--- config.mk ---
export PLATFORM = sky130hd
export DESIGN_NAME = filter_arb
export DESIGN_NICKNAME = d
export VERILOG_FILES = /design/src/rtl/filter_arb_pkg.sv /design/src/rtl/filter_arb_rr_arbiter.sv /design/src/rtl/filter_arb.sv
export SDC_FILE = /design/constraint.sdc
export NUM_CORES = 1
export LEC_CHECK = 0
export ABC_AREA = 1
export CAP_MARGIN = 20
export CORE_MARGIN = 4
export CORE_UTILIZATION = 40
export DETAILED_ROUTE_END_ITERATION = 12
export GPL_TIMING_DRIVEN = 1
export PLACE_DENSITY_LB_ADDON = 0.2
export SYNTH_ARGS = -nofsm -noshare
export SYNTH_HDL_FRONTEND = slang
export SYNTH_HIERARCHICAL = 1
export SYNTH_SLANG_ARGS = --single-unit
--- constraint.sdc ---
create_clock -name clk -period 2.9 [get_ports clk]
set_input_delay 0.29 -clock clk [delete_from_list [all_inputs] [get_ports clk]]
set_output_delay 0.29 -clock clk [all_outputs]
set_load 0.05 [all_outputs]
--- src/rtl/filter_arb_pkg.sv ---
// Shared types and default configuration for the filter engine arbiter.
package filter_arb_pkg;

  localparam int unsigned NChDefault        = 2;
  localparam int unsigned IoBDefault        = 16;
  localparam int unsigned TimeoutCycDefault = 64;

  typedef enum logic [1:0] {
    StIdle    = 2'd0,
    StIssue   = 2'd1,
    StWait    = 2'd2,
    StDeliver = 2'd3
  } state_e;

endpackage

--- src/rtl/filter_arb_rr_arbiter.sv ---
// Round-robin picker: first requester at or after (last_grant + 1) mod N_CH wins.
module rr_arbiter
  import filter_arb_pkg::*;
#(
  parameter int unsigned N_CH  = NChDefault,
  parameter int unsigned IDX_W = $clog2(N_CH)
) (
  input  logic [N_CH-1:0]  req,
  input  logic [IDX_W-1:0] last_grant,
  output logic [IDX_W-1:0] grant,
  output logic             grant_valid
);

  int unsigned idx;

  always_comb begin
    grant       = '0;
    grant_valid = 1'b0;
    idx         = 0;
    for (int unsigned i = 1; i <= N_CH; i++) begin
      idx = (32'(last_grant) + i) % N_CH;
      if (!grant_valid && req[idx[IDX_W-1:0]]) begin
        grant       = idx[IDX_W-1:0];
        grant_valid = 1'b1;
      end
    end
  end

endmodule

--- src/rtl/filter_arb.sv ---
// Shares one filter engine among N_CH sample channels, one sample in flight at a time.
// Optional WAIT timeout is built only when FILTER_ARB_TIMEOUT_EN is defined.
module filter_arb
  import filter_arb_pkg::*;
#(
  parameter int unsigned N_CH        = NChDefault,
  parameter int unsigned IO_B        = IoBDefault,
  parameter int unsigned TIMEOUT_CYC = TimeoutCycDefault
) (
  input  logic                 clk,
  input  logic                 reset_n,
  input  logic [N_CH*IO_B-1:0] req_data,
  input  logic [N_CH-1:0]      req_valid,
  output logic [N_CH-1:0]      req_ready,
  output logic [IO_B-1:0]      eng_data,
  output logic                 eng_valid,
  input  logic [IO_B-1:0]      eng_result,
  input  logic                 eng_result_valid,
  output logic [IO_B-1:0]      res_data,
  output logic [N_CH-1:0]      res_valid,
  output logic                 busy,
  output logic                 timeout_err
);

  localparam int unsigned IdxW = $clog2(N_CH);

  state_e                     state_q, state_d;
  logic [N_CH-1:0]            pending_q, pending_d;
  logic [N_CH-1:0][IO_B-1:0]  slot_q;
  logic [IdxW-1:0]            grant_q, grant_d;
  logic [IdxW-1:0]            last_grant_q, last_grant_d;
  logic [IO_B-1:0]            res_data_q, res_data_d;
  logic [IdxW-1:0]            arb_grant;
  logic                       arb_valid;
  logic [N_CH-1:0]            accept;
  logic [N_CH-1:0]            grant_oh;
  logic [N_CH-1:0]            issue_clr;
  logic                       timeout_hit;

  rr_arbiter #(
    .N_CH  (N_CH),
    .IDX_W (IdxW)
  ) u_rr_arbiter (
    .req         (pending_q),
    .last_grant  (last_grant_q),
    .grant       (arb_grant),
    .grant_valid (arb_valid)
  );

  assign grant_oh  = N_CH'(1) << grant_q;
  assign accept    = req_valid & ~pending_q;
  assign issue_clr = (state_q == StIssue) ? grant_oh : '0;
  assign pending_d = (pending_q | accept) & ~issue_clr;

`ifdef FILTER_ARB_TIMEOUT_EN
  localparam int unsigned CntW = $clog2(TIMEOUT_CYC + 1);

  logic [CntW-1:0] wait_cnt_q, wait_cnt_d;

  assign wait_cnt_d  = (state_q == StWait) ? wait_cnt_q + 1'b1 : '0;
  // A result arriving in the final WAIT cycle still wins over the timeout.
  assign timeout_hit = (state_q == StWait) && !eng_result_valid &&
                       (wait_cnt_q == CntW'(TIMEOUT_CYC - 1));
  assign timeout_err = timeout_hit;

  always_ff @(posedge clk or negedge reset_n) begin
    if (!reset_n) begin
      wait_cnt_q <= '0;
    end else begin
      wait_cnt_q <= wait_cnt_d;
    end
  end
`else
  logic unused_timeout_cyc;

  assign unused_timeout_cyc = ^TIMEOUT_CYC;
  assign timeout_hit        = 1'b0;
  assign timeout_err        = 1'b0;
`endif

  always_comb begin
    state_d      = state_q;
    grant_d      = grant_q;
    last_grant_d = last_grant_q;
    res_data_d   = res_data_q;
    unique case (state_q)
      StIdle: begin
        if (arb_valid) begin
          grant_d = arb_grant;
          state_d = StIssue;
        end
      end
      StIssue: state_d = StWait;
      StWait: begin
        if (eng_result_valid) begin
          res_data_d = eng_result;
          state_d    = StDeliver;
        end else if (timeout_hit) begin
          state_d = StIdle;
        end
      end
      StDeliver: begin
        last_grant_d = grant_q;
        state_d      = StIdle;
      end
      default: state_d = StIdle;
    endcase
  end

  always_ff @(posedge clk or negedge reset_n) begin
    if (!reset_n) begin
      state_q      <= StIdle;
      pending_q    <= '0;
      grant_q      <= '0;
      last_grant_q <= IdxW'(N_CH - 1);
      res_data_q   <= '0;
    end else begin
      state_q      <= state_d;
      pending_q    <= pending_d;
      grant_q      <= grant_d;
      last_grant_q <= last_grant_d;
      res_data_q   <= res_data_d;
    end
  end

  always_ff @(posedge clk or negedge reset_n) begin
    if (!reset_n) begin
      slot_q <= '0;
    end else begin
      for (int unsigned k = 0; k < N_CH; k++) begin
        if (accept[k]) begin
          slot_q[k] <= req_data[k*IO_B +: IO_B];
        end
      end
    end
  end

  assign req_ready = ~pending_q;
  assign eng_valid = (state_q == StIssue);
  assign eng_data  = eng_valid ? slot_q[grant_q] : '0;
  assign res_valid = (state_q == StDeliver) ? grant_oh : '0;
  assign res_data  = res_data_q;
  assign busy      = (state_q != StIdle);

endmodule

---- Yosys cells after proc, flatten, opt, wreduce, memory -nomap -nowiden ----
Index checks and enable logic that the tools add are counted.
W data, S select, Z words.
word-level totals
  register bits after elaboration ......... 54
  input port bits ......................... 53
  output and inout bits ................... 39
  logic and storage cells ................. 46
cells by class
  $add $sub $neg .......................... 2
  $lt $le $gt $ge ......................... 3
  equal/unequal tests ..................... 5
  shift operators ......................... 1
  muxes and demuxes ....................... 16
  bitwise gates (word level) .............. 5
  reductions and logical operators ........ 7
operators by type and width
  operator               count
  $mux W16               3
  $mux W1                8
  $mux W2                4
  $pmux W2 S4            1
  $lt A1 B2 Y1 const B   3
  $reduce_and A2 Y1      3
  $and A2 B2 Y2          2
  $eq A2 B2 Y1 const B   2
  $ne A2 B2 Y1 const B   2
  $not A2 Y2             2
  $add A1 B1 Y1 const B  2
  $eq A2 B1 Y1 const B   1
  $logic_not A2 Y1       1
  $or A2 B2 Y2           1
  $reduce_bool A2 Y1     1
  $shl A1 B1 Y2 const A  1
  $logic_and A1 B1 Y1    1
  $logic_not A1 Y1       1

---- Logic depth before layout (Yosys ltp) ----
  depth after elaboration ................. 9
  mapped depth ............................ 7

---- Hierarchy ----
The synthesis kept the hierarchy.
modules (own cells, without submodules)
  module      times used  cells an instance  area an instance (µm²)  seq. area each (µm²)
  filter_arb  1           305                2467.4                  1352.5
  rr_arbiter  1           3                  15.0                    0.0

---- Worst setup path after synthesis ----
Ideal clock, no wire load.
  kind .................................... reg2out
  start point ............................. register state_q[1]
  end point ............................... output eng_data[10]
  arrival time ............................ 1.829 ns
  required time ........................... 2.610 ns
  path slack .............................. 0.781 ns
  cell stages (with the launch flop) ...... 8
  cells stage by stage .................... dfrtp_1 > inv_1 > ha_1 > inv_1 > nor2_4 > buf_4 > nand2_1 > nand2_1
between the ends
  word-level cells in the longest chain between the ends .. 2
RTL lines
  element                   line               RTL
  start: declaration        filter_arb.sv:27   state_e state_q, state_d;
  start signal: assignment  filter_arb.sv:112  state_q <= StIdle;
  start signal: assignment  filter_arb.sv:118  state_q <= state_d;
  $eq A2 B1 Y1              filter_arb.sv:139  assign eng_valid = (state_q == StIssue);
  named net eng_valid       filter_arb.sv:16   output logic eng_valid,
  $mux W16                  filter_arb.sv:140  assign eng_data = eng_valid ? slot_q[grant_q] : '0;
  end: declaration          filter_arb.sv:15   output logic [IO_B-1:0] eng_data,
The timed path passes the listed nets, and every way through them passes these cells.

---- Final worst setup path ----
  start point ............................. register state_q[1]
  end point ............................... output eng_data[3]
between the ends
  word-level cells in the longest chain between the ends .. 2
RTL lines
  element       line
  $eq A2 B1 Y1  filter_arb.sv:139
  $mux W16      filter_arb.sv:140
No other way between the ends.

==> summary.md <==
| Metric | Value |
|---|---|
| DR pass1 iterations | 4 |
| Syn_area_per_cell | 8.06 um2 |
| Final setup TNS | 0 ns |
| Post-Route WL | 6.16 mm |
| Worst Setup End Kind | output pin |
| Seq/Total Area, Yosys | 54.5% |
| Clock Pin Slew Worst Setup and Hold Paths | 0.09 ns |
| XOR/XNOR Fraction of Synth Area | 0% |
| CTS Buffer Depth | 2 |
| Fraction of layout cells with a size suffix above 1 | 5.33% |
| Vias per inst | 4.75 |
| Post-route core utilization | 58.8% |
| Clock Sinks | 54 |
| Yosys warning total | 6 |
| Die width | 86.8 um |
| Final setup viols | 0 |
| Largest delay share family, worst path | buffers and inverters |
| Max IR drop VDD | 0.000629 V |
| Initial DRC Count | 98 |
| Failing checks | negative hold slack |
| DRC viols | 0 |
| Vias in the first global route | 2256 |
| Largest net degree at the start of global routing | 29 |
| Die height | 86.8 um |
| Final Hold Viols | 25 |
| Synth Net Count | 365 |
| Worst Tran Pin Value | 0.645 ns |
| CTS Buf Count | 5 |
| Fin crit share | 92.9% |
| Worst setup SP type | flip-flop |
| Netlist cell types | 18 |
| Final Total Pwr | 3.91 mW |
| Global-route wire length before repair | 10.1 mm |
| Area fraction in compound gates after synthesis | 0.403% |
| Critical-path top delay cell | clkdlybuf4s50_1 |
| Worst skew pair latency | 0.30 ns |
| Worst hold path type | input pin to async pin |
| Largest family of logic cells by synthesized area | simple AND/OR/NAND/NOR gates |
| Antenna diodes | 0 |
| Full die area | 7530 um2 |
| Port-buffer cells | 90 |
| Post-synthesis mux area share | 0% |
| Largest fanout on the critical path | 17 |
| Routed WL per cell | 13.1 um |
| Register bit total from synthesis | 54 |
| Fill count | 586 |
| H-tree depth | 2 |
| Gp weighted congestion | 0.822 |
| Fin. max-slew vios | 0 |
| Total of max-cap violations | 0 |
| Worst Skew | 0.00570 ns |
| Top-level port count | 92 |
| Worst slew margin | 56.9% |
| CTS root buf | clkbuf_8 |
| Slowest Stage Delay on Critical Path | 0.80 ns |
| Fmax | 0.371 GHz |
| Initial Utilization | 41.7% |
| WP data required | 2.61 ns |
| Post-Synth Simple-Gate Area | 36.3% |
| Area Growth Syn to Fin | 41.0% |
| Initial antenna violation count | 0 |
| Synthesized area | 2480 um2 |
| Crit path kind | flip-flop to output pin |
| CP cell instances | inv_1 -> ha_1 -> inv_1 -> nor2_4 -> nand2_1 -> nand2_1 -> clkdlybuf4s50_1 |
| CTS Hold Bufs | 0 |
| Leakage | 1.78 nW |
| Crit path arrival time | 2.40 ns |
| Status | complete, but fails checks |
| Post-Synth Adder-Cell Area | 2.02% |
| GRT Total Usage | 17.1% |
| CTS tree | done |
| Core Rows | 28 |
| Post-CTS setup buffers | 0 |
| Most frequent cells in the layout | nand2_1, clkdlybuf4s50_1, dfrtp_1, nand3_1, inv_1 |
| Resized Gates After CTS | 0 |
| Dpl hpwl | 4.45 mm |
| CP startpoint | state_q[1] |
| Nets | 450 |
| Unrepaired setup endpoints after global routing | false |
| Worst r2r src | state_q[0] |
| ANT nets after route | 0 |
| Post-synthesis cell count | 308 |
| Pwr/cell area | 1120 nW/um2 |
| Fin Hold WS | -0.0130 ns |
| CP bufs+invs | 3 |
| Tmin final | 2.69 ns |
| Grt total ovfl | 0 |
| DR vias | 2227 |
| Core Region | 5960 um2 |
| Commonest non-fill, non-tap cell in the layout | nand2_1 |
## through the flow
| stage | cells | setup WS [ns] | area (um2) | hold slack [ns] |
|---|---|---|---|---|
| 2_1_floorplan | 308 | 0.781 | 2480 | -0.00559 |
| 3_3_place_gp | 461 | 0.547 | 3390 | 0.332 |
| 3_5_place_dp | 461 | 0.496 | 3390 | 0.335 |
| 4_1_cts | 469 | 0.157 | 3500 | 0.00298 |
| 5_1_grt | 469 | 0.0110 | 3500 | 0.0278 |
| 6_report | 469 | 0.206 | 3500 | -0.0130 |
## sequential cells by signal, summed over array words and instances, names as in the netlist
name and flops:
slot_q 32, res_data 16, pending_q 2, state_q 2, grant_q 1, last_grant_q 1
## final cells by class
cell class	instances	area (um2)	area share, %
multi-input cells	225	966	27.6
inverters	13	51.3	1.47
flip-flops and latches	54	1350	38.6
well taps	75	93.8	2.68
repair buffers	94	926	26.5
clock buffers	6	72.6	2.07
clock inverters	2	37.5	1.07
## metal layers
metal / GRT usage, % / vias up / wire [um]
li1: - / 1122 / -
met1: 19.9 / 1024 / 2650
met2: 29.6 / 75 / 2880
met3: 6.65 / 6 / 574
met4: 3.68 / 0 / 46
met5: 0 / - / 0
## report_power, final
part	internal [mW]	switching, mW
Combinational	0.679	1.42
Clock	0.258	0.232
Sequential	1.11	0.213
## cells by family (layout without fill, tap and decap cells)
group / after synthesis / after routing
compound gates: 2 / 2
fa+ha+maj: 4 / 4
buf+inv: 29 / 115
flops: 54 / 54
other cells: 1 / 1
simple gates: 218 / 218
## worst register-to-register path: stages (launching register included)
cell     delay, ns
dfrtp_1       0.43
inv_1         0.10
ha_1          0.57
nand2_2       0.35
nand2_1       0.14
nand2_1       0.07
## cell usage after synthesis
cell	count	area, um2
nand3_1	51	255
conb_1	1	3.75
inv_1	10	37.5
buf_2	6	30.0
ha_1	4	50.1
dfrtp_1	53	1330
buf_4	9	67.6
inv_2	2	7.51
buf_8	1	15.0
or2_1	1	6.26
dfstp_2	1	26.3
nand2_2	4	25.0
nor2_1	5	18.8
a21oi_1	1	5.00
nor2_4	1	11.3
o21ai_0	1	5.00
nand2_1	156	586
inv_4	1	6.26
## worst paths after layout
path	depth (start not counted)	slack, ns	to
max	7	0.21	eng_data[3]
min	1	-0.01	slot_q[20]
max reg2reg	5	1.16	res_data[9]
min reg2reg	2	0.48	slot_q[22]
max in group asynchronous	2	2.12	slot_q[9]
min in group clk	2	0.48	slot_q[22]
Note: power is estimated with default switching activity, not from simulation.
==> patch 1 (config.mk and constraints unchanged) <==
Add a define of `FILTER_ARB_TIMEOUT_EN`.
--- a/src/rtl/filter_arb.sv
+++ b/src/rtl/filter_arb.sv
@@ -1,4 +1,6 @@
 // Shares one filter engine among N_CH sample channels, one sample in flight at a time.
 // Optional WAIT timeout is built only when FILTER_ARB_TIMEOUT_EN is defined.
+`define FILTER_ARB_TIMEOUT_EN
+
 module filter_arb
   import filter_arb_pkg::*;
Behaviour: same outputs for any inputs over 10 cycles, from zero or initial values and one cycle with reset_n low; that may be too few to reach the edited logic, so the function may still have changed.
==> patch 1 against the original RTL <==
  * Synthesized area is 12% higher
  * Sequential cell count is 7 higher
  * Combinational power grew 4%
  * Power increased by 12%
  * Global-route usage is 0.80 points higher
  * Wire length up 15%
  * Sequential share of layout area is 0.52 points higher
  * Cell area grew 11%
  * Die area grew 11%
  * Setup slack gained 67 ps
  * Critical path type unchanged
==> patch 1: results (changes against the original RTL) <==
Vias 2507 (was 2227); share of cells above drive strength 1 0.0966 (was 0.0533); crit-path max cell delay 830 ps (was 800 ps); area of the multi-input gates 0.00108 sq mm (was 966 sq um); CP Launch Point grant_q (was state_q[1]); WL met2 3290 um (was 2880 um); Num CTS Buffers 9 (was 5); global-route wire length before repair 11900 um (was 10100 um); Clk Latency, worst-skew pair 330 ps (was 300 ps); met1 Use GR 0.231 (was 0.199); # port buffers 91 (was 90); XOR/XNOR share of the synthesized area 0.00315 (was 0); top cells by count, synth nand2_1 (142), dfrtp_1 (60), nand3_1 (52) (was nand2_1 (156), dfrtp_1 (53), nand3_1 (51)); WL met3 424 um (was 574 um); final WL 7050 um (was 6160 um); worst hold slack 457 ps (was -13.0 ps); H-Tree Depth 3 (was 2); Tot Pwr 4.36 mW (was 3.91 mW); Int Power 2.31 mW (was 2.05 mW); Post-Synth Adder-Cell Area 0.00450 (was 0.0202); CTS clk-pin slew, worst paths 70 ps (was 90 ps); grt met3 use 0.0613 (was 0.0665); Synthesized Nets 392 (was 365); gr usage total 0.179 (was 0.171); DRT met1 WL 3260 um (was 2650 um); Lkg Pwr 1.87 nW (was 1.78 nW); outcome complete, no violations (was finished with violations); Area contributors post-synth dfrtp_1 (54%), nand2_1 (19%), nand3_1 (9.4%) (was dfrtp_1 (53%), nand2_1 (24%), nand3_1 (10%)); Final Skew 4.34 ps (was 5.70 ps); CP Capture Point eng_data[1] (was eng_data[3]); combinational logic power 2.19 mW (was 2.10 mW); post-synthesis compound-gate area fraction 0.0486 (was 0.00403); Sequential Power Share 0.330 (was 0.338); GP Congestion 0.746 (was 0.822); Reg-to-Reg End slot_q[23] (was res_data[9]); cts-stage hold buffer count 1 (was 0); Placed Area 0.00370 sq mm (was 0.00339 sq mm); met2 Use GR 0.275 (was 0.296); pin count of the biggest net entering global routing 25 (was 29)
patch 1: cell types whose count changed in the layout (fill, tap and decap cells not counted), moves of 2 or more:
cell	change
nand2_1	-14
nand2_2	-2
clkbuf_8	+4
clkinv_1	+2
dfrtp_1	+7
o22ai_1	+2
buf_4	+10
clkdlybuf4s50_1	-6
a21oi_1	+19
clkinv_2	+4
ha_1	-3
nand2_4	+2
nor2_1	+13
inv_1	-3
patch 1: cell type report:
| type | count | area share |
|---|---|---|
| Clock inverter | 7 | 0.0170 |
| Tap cell | 80 | 0.0257 |
| Multi-Input combinational cell | 247 | 0.277 |
| Timing Repair Buffer | 99 | 0.244 |
| Inverter | 12 | 0.0128 |
| Sequential cell | 61 | 0.392 |
| Clock buffer | 9 | 0.0318 |
patch 1: through the flow:
| stage | std cells | worst slack, ps |
|---|---|---|
| floorplan | 338 | 766 |
| global placement | 498 | 723 |
| detailed placement | 498 | 639 |
| CTS | 515 | 252 |
| global route | 515 | 92.1 |
| finish | 515 | 273 |
==> patch 2 (same flow settings) <==
Made on the original files. The 4 states of `state_e` get a one-hot encoding in 4 bits.
--- a/src/rtl/filter_arb_pkg.sv
+++ b/src/rtl/filter_arb_pkg.sv
@@ -6,9 +6,9 @@
   localparam int unsigned TimeoutCycDefault = 64;
 
-  typedef enum logic [1:0] {
-    StIdle    = 2'd0,
-    StIssue   = 2'd1,
-    StWait    = 2'd2,
-    StDeliver = 2'd3
+  typedef enum logic [3:0] {
+    StIdle    = 4'b0001,
+    StIssue   = 4'b0010,
+    StWait    = 4'b0100,
+    StDeliver = 4'b1000
   } state_e;
 
Check against the original RTL: no difference found for any inputs over 10 cycles, from zero or initial values and one cycle with reset_n low; not proved beyond that.
==> patch 2 against the original RTL <==
  * Cell area grew 5.1%
  * Synthesized cell count is 0.65% higher
  * Largest cell class unchanged
  * Synthesized area grew 5.0%
  * Critical endpoint is now eng_data[5]
  * Via count is 5.0% higher
  * Setup slack improved by 150 ps
  * Critical path depth is 3 lower
  * Die area increased by 4.5%
  * Sequential cell count is 2 higher
  * Wire length up 5.0%
  * Non-clock buffer count up 5
  * Global-route usage grew 0.36 points
  * Power rose by 2.6%
  * Largest power group unchanged
  * Clock power rose by 11%
==> patch 2: results (changes against the original RTL) <==
outcome complete, no violations (was finished with violations); slack of the critical path 360 ps (was 206 ps); Data arrival, critical path 2250 ps (was 2400 ps); global-route wire length before repair 10800 um (was 10100 um); Mapped Cells 310 (was 308); final WL 6470 um (was 6160 um); Distinct cells, synth 26 (was 18); GP Congestion 0.770 (was 0.822); Largest delay share family, worst path buffers and inverters (unchanged); # diodes 0 (unchanged); Max Fanout on Critical Path 19 (was 17); Placed Area 0.00352 sq mm (was 0.00339 sq mm); Clk Latency, worst-skew pair 300 ps (about the same); Yosys warnings 6 (unchanged); Synthesized Nets 363 (was 365); crit-path max cell delay 830 ps (was 800 ps); Placed Cells 466 (was 461); IR drop worst, VDD 0.582 mV (was 0.629 mV); gr usage total 0.174 (was 0.171); routed length per placed instance 13.6 um (was 13.1 um); share of cells above drive strength 1 0.130 (was 0.0533); Area contributors post-synth dfrtp_1 (52%), nand2_1 (19%), nand3_1 (7.3%) (was dfrtp_1 (53%), nand2_1 (24%), nand3_1 (10%)); Reg2Reg Depth 4 (was 5); Biggest register slot_q (unchanged); worst hold slack 355 ps (was -13.0 ps); pin count of the biggest net entering global routing 47 (was 29); Most used DFF post-synth dfrtp_1 (unchanged); nets 451 (was 450); DP Worst Slack 696 ps (was 496 ps); r2r setup slk 1560 ps (was 1160 ps); Final Skew 4.10 ps (was 5.70 ps); Lkg Pwr 1.77 nW (was 1.78 nW); # port buffers 90 (unchanged); post-synthesis sequential area ratio 0.539 (was 0.545); HPWL Detailed 4620 um (was 4450 um); Worst-Margin Slew 730 ps (was 645 ps); top cells by count, synth nand2_1 (134), dfrtp_1 (54), nand3_1 (38) (was nand2_1 (156), dfrtp_1 (53), nand3_1 (51)); first-iteration detailed-routing DRC count 176 (was 98); Worst path slowest cell clkdlybuf4s50_1 (unchanged); Vias 2338 (was 2227)
[patch 2: cell types whose count changed in the layout (fill, tap and decap cells not counted), moves of 8 or more]
cell             change
nand4_1             +17
nand3_1             -13
clkdlybuf4s50_1     -14
a21oi_1              +8
buf_4               +16
nand2_1             -22
a21oi_2              +8
[patch 2: worst register-to-register path: cells and delay by family, from the launching register on]
family           cells  cell delay [ps]
and+or+nand+nor      4              750
DFF                  1              480
[patch 2: cells by family after synthesis]
logic type	Yosys count	share of synthesized area
other cells	1	0.00144
flops	56	0.539
compound gates	21	0.0518
buf+inv	31	0.0600
simple gates	201	0.348
[patch 2: what timing repair did]
| item | 4_1_cts | 5_1_grt |
|---|---|---|
| endpoints found under the hold margin | 0 | 6 |
| setup buffers | 0 | 0 |
| hold buffers | 0 | 1 |
[patch 2: metal layers]
layer / GRT usage / routed length (um) / vias to the layer above
met3: 0.0400 / 452 / 2
li1: - / - / 1174
met5: 0 / 0 / -
met1: 0.225 / 2770 / 1090
met2: 0.301 / 3230 / 72
met4: 0.0330 / 21 / 0
[patch 2: path summary, 6_finish.rpt]
path | startpoint | end
max in group asynchronous | reset_n | slot_q[30]
hold reg to reg | slot_q[13] | slot_q[13]
hold / removal | reset_n | res_data[4]
min in group clk | slot_q[13] | slot_q[13]
setup reg to reg | state_q[3] | res_data[13]
setup / recovery | state_q[3] | eng_data[5]
[patch 2: final cells by class]
class / instances / area (sq um)
fill: 572 / 2670
sequential: 56 / 1400
multi-input combinational: 223 / 1050
timing repair buffer: 99 / 956
clock buffer: 7 / 96.3
tap: 77 / 96.3
inverter: 13 / 48.8
clock inverter: 1 / 30.0
[patch 2: power breakdown]
group / switching, mW / leakage, nW / internal (mW) / total (mW)
clock: 0.238 / 0.0645 / 0.305 / 0.543
sequential: 0.220 / 0.693 / 1.15 / 1.37
combinational: 1.43 / 1.01 / 0.665 / 2.10
total: 1.89 / 1.77 / 2.12 / 4.01
